--- config.mk ---
export PLATFORM = sky130hd
export DESIGN_NAME = smag_seq_multiplier_p_flat
export DESIGN_NICKNAME = d
export VERILOG_FILES = /design/src/rtl/smag_seq_multiplier_p_if.sv /design/src/rtl/smag_seq_multiplier_p.sv /design/src/flat_wrapper.sv
export SDC_FILE = /design/constraint.sdc
export NUM_CORES = 1
export LEC_CHECK = 0
export CAP_MARGIN = 10
export CELL_PAD_IN_SITES_DETAIL_PLACEMENT = 1
export CELL_PAD_IN_SITES_GLOBAL_PLACEMENT = 1
export CORE_MARGIN = 4
export CORE_UTILIZATION = 40
export DETAILED_ROUTE_END_ITERATION = 8
export HOLD_SLACK_MARGIN = 0.1
export PLACE_DENSITY = 0.74
export SYNTH_ARGS = -nofsm -noshare
export SYNTH_HDL_FRONTEND = slang
export SYNTH_SLANG_ARGS = --single-unit
--- constraint.sdc ---
create_clock -name clk -period 3.2 [get_ports clk]
set_input_delay 0.32 -clock clk [delete_from_list [all_inputs] [get_ports clk]]
set_output_delay 0.32 -clock clk [all_outputs]
set_load 0.02 [all_outputs]
--- src/rtl/smag_seq_multiplier_p_if.sv ---
// Operand/result bundle for the sequential sign-magnitude / two's-complement multiplier.
// Handshake: start is a request taken only in IDLE or DONE; busy marks CALC; done pulses one cycle with product valid.
interface smag_seq_multiplier_p_if #(
    parameter int WIDTH = 6
);
    logic                 start;
    logic                 tc_mode;
    logic [WIDTH-1:0]     a;
    logic [WIDTH-1:0]     b;
    logic [2*WIDTH-1:0]   product;
    logic                 busy;
    logic                 done;
    logic [1:0]           dbg_state;

    modport master (
        output start, tc_mode, a, b,
        input  product, busy, done, dbg_state
    );

    modport slave (
        input  start, tc_mode, a, b,
        output product, busy, done, dbg_state
    );
endinterface

--- src/rtl/smag_seq_multiplier_p.sv ---
// Shift-add multiplier, one multiplier bit per clock, WIDTH iterations, sign-magnitude or two's-complement per operation.
// Magnitudes are multiplied unsigned; the sign is applied once on the final edge.
module smag_seq_multiplier_p #(
    parameter int WIDTH = 6
) (
    input  logic                    clk,
    input  logic                    rst,
    smag_seq_multiplier_p_if.slave  bus
);
    localparam int CW = $clog2(WIDTH + 1);

    typedef enum logic [1:0] {
        S_IDLE = 2'd0,
        S_CALC = 2'd1,
        S_DONE = 2'd2
    } state_t;

    state_t               r_state;
    logic                 r_tc;
    logic                 r_sign;
    logic [2*WIDTH-1:0]   r_mcand;
    logic [WIDTH-1:0]     r_mplier;
    logic [2*WIDTH-1:0]   r_acc;
    logic [CW-1:0]        r_cnt;
    logic [2*WIDTH-1:0]   r_product;
    logic                 r_busy;
    logic                 r_done;

    logic                 w_accept;
    logic [WIDTH-1:0]     w_mag_a;
    logic [WIDTH-1:0]     w_mag_b;
    logic [2*WIDTH-1:0]   w_acc_next;
    logic                 w_last;
    logic                 w_sign_eff;
    logic [2*WIDTH-1:0]   w_result;

    assign w_accept = bus.start && (r_state == S_IDLE || r_state == S_DONE);

    // TC: -2^(W-1) negates to itself, which read unsigned is exactly 2^(W-1).
    assign w_mag_a = bus.tc_mode ? (bus.a[WIDTH-1] ? -bus.a : bus.a) : {1'b0, bus.a[WIDTH-2:0]};
    assign w_mag_b = bus.tc_mode ? (bus.b[WIDTH-1] ? -bus.b : bus.b) : {1'b0, bus.b[WIDTH-2:0]};

    assign w_acc_next = r_acc + (r_mplier[0] ? r_mcand : '0);
    assign w_last     = (r_cnt == CW'(WIDTH - 1));

    // A zero magnitude drops the sign so -0 never leaves the block.
    assign w_sign_eff = r_sign && (w_acc_next != '0);
    assign w_result   = r_tc ? (w_sign_eff ? -w_acc_next : w_acc_next)
                             : {w_sign_eff, w_acc_next[2*WIDTH-2:0]};

    always_ff @(posedge clk or posedge rst) begin
        if (rst) begin
            r_state   <= S_IDLE;
            r_tc      <= 1'b0;
            r_sign    <= 1'b0;
            r_mcand   <= '0;
            r_mplier  <= '0;
            r_acc     <= '0;
            r_cnt     <= '0;
            r_product <= '0;
            r_busy    <= 1'b0;
            r_done    <= 1'b0;
        end else begin
            case (r_state)
                S_IDLE, S_DONE: begin
                    r_done <= 1'b0;
                    if (w_accept) begin
                        r_state  <= S_CALC;
                        r_busy   <= 1'b1;
                        r_tc     <= bus.tc_mode;
                        r_sign   <= bus.a[WIDTH-1] ^ bus.b[WIDTH-1];
                        r_mcand  <= {{WIDTH{1'b0}}, w_mag_a};
                        r_mplier <= w_mag_b;
                        r_acc    <= '0;
                        r_cnt    <= '0;
                    end else begin
                        r_state  <= S_IDLE;
                    end
                end
                S_CALC: begin
                    r_acc    <= w_acc_next;
                    r_mcand  <= r_mcand << 1;
                    r_mplier <= r_mplier >> 1;
                    r_cnt    <= r_cnt + CW'(1);
                    if (w_last) begin
                        r_state   <= S_DONE;
                        r_busy    <= 1'b0;
                        r_done    <= 1'b1;
                        r_product <= w_result;
                    end
                end
                default: begin
                    r_state <= S_IDLE;
                    r_busy  <= 1'b0;
                    r_done  <= 1'b0;
                end
            endcase
        end
    end

    assign bus.product   = r_product;
    assign bus.busy      = r_busy;
    assign bus.done      = r_done;
    assign bus.dbg_state = r_state;
endmodule

--- src/flat_wrapper.sv ---
// flat-port wrapper written by rule: the top's interface ports become plain ports
module smag_seq_multiplier_p_flat 
#(
    parameter int WIDTH = 6
)
  (clk, rst, bus_start, bus_tc_mode, bus_a, bus_b, bus_product, bus_busy, bus_done, bus_dbg_state);
  smag_seq_multiplier_p_if #(.WIDTH(WIDTH)) bus_i ();
  input  logic clk;
  input  logic rst;
  input wire logic [$bits(bus_i.start)-1:0] bus_start;
  input wire logic [$bits(bus_i.tc_mode)-1:0] bus_tc_mode;
  input wire logic [$bits(bus_i.a)-1:0] bus_a;
  input wire logic [$bits(bus_i.b)-1:0] bus_b;
  output wire logic [$bits(bus_i.product)-1:0] bus_product;
  output wire logic [$bits(bus_i.busy)-1:0] bus_busy;
  output wire logic [$bits(bus_i.done)-1:0] bus_done;
  output wire logic [$bits(bus_i.dbg_state)-1:0] bus_dbg_state;
  assign bus_i.start = bus_start;
  assign bus_i.tc_mode = bus_tc_mode;
  assign bus_i.a = bus_a;
  assign bus_i.b = bus_b;
  assign bus_product = bus_i.product;
  assign bus_busy = bus_i.busy;
  assign bus_done = bus_i.done;
  assign bus_dbg_state = bus_i.dbg_state;
  smag_seq_multiplier_p #(.WIDTH(WIDTH)) u_core (.clk(clk), .rst(rst), .bus(bus_i));
endmodule
==> impl_metrics.tcl <==
set metrics [dict create \
    status "finished clean" \
    r2r-start "u_core.r_mplier[0]" \
    critPathCaptureType "flip-flop" \
    drive_gt1_share_pct 13.3 \
    cp_max_fo 7 \
    synth.distinct_cells 60 \
    min_period_ps 3120 \
    path_class "reg -> reg" \
    final_area_um2 3810 \
    rr_worst_depth 9 \
    hpwl_um 6310 \
    n_fill_cell 833 \
    die_w_um 96.4 \
    timing.hold.ws_ps 488 \
    yosysSeqAreaShare_pct 40.0 \
    worst_path_max_delay_cell "or4_4" \
    netlist_area_um2 3120 \
    track_usage_pct 19.2 \
    cap_violations 0 \
    ant_nets 0 \
    hold_path.startpoint "u_core.bus.product[8]" \
    worstSkewPairLatency_ps 310 \
    fin_crit_sh_pct 97.4 \
    h-tree-depth 2 \
    ys_warn_count 0 \
    drtPass1Iterations 4 \
    finalWirelength_um 8370 \
    first_iter_violations 144 \
    die_y_um 96.4 \
    cts_tree "yes" \
    power_mw 4.19 \
    place_area_um2 3640 \
    grt_pass1_wl_um 13900 \
    whs_path_depth 2 \
    hold-path-endpoint "u_core.bus.product[8]" \
    drc_errors 0 \
    final_max_slew_viol_count 0 \
    worst-slew-pin-transition_ps 1050 \
    place_congestion 0.822 \
    numPortBuffers 31 \
    dieArea_um2 9290 \
    skew_ps 5.81 \
    cp.arrival_ps 3330 \
    reg2reg_to "u_core.bus.product[5]" \
    crit_chain "and2_1, ha_4, a21o_1, o211a_1, or4_4, a2111oi_4, nand4_4, or3_4, a31o_1" \
    relSlewSlack_pct 29.8 \
    drt-vias-per-instance 5.79 \
    cts_num_sinks 50 \
    start_util_pct 42.2 \
    io_pins 32 \
    hold_violations 0 \
    met1_usage_pct 25.9 \
    synth-edff-count 0 \
    use_met2_pct 32.3 \
    grt_max_degree 51 \
    fp-row-count 31 \
    cellLeakagePower_nw 1.65 \
    clockBufferDepth 2 \
    ys_async_sr_fraction_pct 100 \
    ir_worst_vdd_mv 0.549 \
    clock.fmax_mhz 321 \
    synthCells 336 \
    hp-class "reg -> reg" \
    synth-seq-cells 50 \
    grt_overflow 0 \
    syn_avg_cell_area_um2 9.30 \
    synth_fp_nets 369 \
    cpLargestDelayFamily "simple AND/OR/NAND/NOR gates" \
    cts-buffers-inserted 5 \
    synthFlopType "dfrtp_1" \
    antennaDiodeCount 0 \
    core_um2 7410 \
    fin_nets 408 \
    setup_viol 0 \
    powerDensity_nw_per_um2 1100 \
    root_buffer "clkbuf_8" \
    layout-area-overhead-vs-synth_pct 21.9 \
    r2r_slack_ps 80 \
    grtUsageMet3_pct 2.63 \
    crit_buf_inv 0 \
    startpoint_type "flip-flop" \
    antenna_found_initial 0 \
    grt.busiest_layer "met2" \
    slowest_delay_ps 500 \
    vias 2743 \
    wl_per_cell_um 17.7 \
    clkSlewWorstSetupHoldPaths_ps 90 \
    required_ps 3410 \
    grt_pass1_vias 2801 \
]
-- metrics by stage --
stage / setup WS [ps] / util [%] / std cells / TNS [ps]
2_1_floorplan: -10.8 / - / 336 / -10.8
4_1_cts: 19.0 / 50.6 / 473 / 0
3_5_place_dp: 38.3 / 49.1 / 466 / 0
6_report: 83.0 / 51.4 / 474 / 0
5_1_grt: -8.66 / 51.4 / 474 / -8.66
3_3_place_gp: 121 / 49.1 / 466 / 0
-- timing repair --
action | in CTS | in global routing
hold endpoints to repair | 0 | 0
endpoints found under the setup margin | 0 | 6
gates resized for setup | 0 | 14
hold buffers | 0 | 0
buffers inserted | 0 | 1
-- state kept, by name, indices dropped and copies added (netlist names) --
name and count:
u_core.r_cnt 3, u_core.r_mplier 6, u_core.r_sign 1, u_core.r_tc 1, u_core.r_acc 12, u_core.bus.product 12, u_core.r_mcand 12, u_core.bus.busy 1
u_core.bus.dbg_state 2
-- how the worst max path moves through the flow --
stage                        from               endpoint  cells past startpoint
2_1_floorplan  u_core.r_mplier[0]  u_core.bus.product[5]                     11
3_3_place_gp   u_core.r_mplier[0]  u_core.bus.product[5]                      9
3_5_place_dp   u_core.r_mplier[0]  u_core.bus.product[5]                      9
4_1_cts        u_core.r_mplier[0]  u_core.bus.product[5]                      9
5_1_grt        u_core.r_mplier[0]  u_core.bus.product[5]                      9
6_report       u_core.r_mplier[0]  u_core.bus.product[5]                      9
-- power by group --
group / leakage (nW) / total [mW] / switching, mW / internal [mW]
combinational: 0.965 / 2.61 / 1.47 / 1.14
clock: 0.0573 / 0.470 / 0.219 / 0.251
sequential: 0.626 / 1.11 / 0.201 / 0.913
-- cell usage after synthesis, drive strengths merged, types with 13 or more instances --
library cell,n,area [µm²]
dfrtp,50,1250
nand2,33,124
o21ai,31,155
nor2,19,71.3
ha,16,200
clkbuf,15,68.8
a21oi,14,70.1
a22o,14,123
and2,14,88.8
inv,13,48.8
nor3,13,65.1
xnor2,13,114
-- area by class of cell --
class / instances / area, µm² / area share [%]
timing repair buffer: 48 / 450 / 11.8
clock buffer: 6 / 82.6 / 2.17
tap: 99 / 124 / 3.25
multi-input combinational: 256 / 1820 / 47.7
inverter: 14 / 52.6 / 1.38
sequential: 50 / 1250 / 32.9
clock inverter: 1 / 30.0 / 0.788
-- worst register-to-register path: cells and delay by family, from the launching register on --
kind / cells / cell delay [ps]
flip-flops: 1 / 450
AO/OA/AOI/OAI: 4 / 1100
AND/OR/NAND/NOR: 4 / 1230
adder cells (fa/ha/maj): 1 / 250
-- cell usage in the layout, fill, tap and decap left out, types with 4 or more instances in the layout --
cell              n
nand3_1           9
o21ai_0          31
dfrtp_1          49
inv_1            12
nor2_1           18
clkdlybuf4s50_1  31
a211oi_1          4
a22oi_1           8
and2_1           11
o31ai_1           4
buf_4            16
a22o_1           14
xor2_1            5
nor3_1           12
ha_1             14
a21oi_1          14
xnor2_1          12
clkbuf_8          6
nand2_1          33
-- per-layer routing --
metal,wire length (µm),vias to the layer above
met5,0,-
met4,126,0
met3,242,10
met2,4070,50
met1,3940,1378
li1,-,1305
-- cells by family after synthesis --
kind of cell | Yosys count | synth area share (%)
DFF | 50 | 40.0
muxes | 2 | 0.641
buffers and inverters | 30 | 4.12
adders and majority gates | 17 | 7.05
xor gates and xnor gates | 18 | 5.05
and+or+nand+nor | 108 | 17.7
AOI/OAI and AO/OA | 111 | 25.4
No activity file was read; power rests on OpenSTA's default activity.
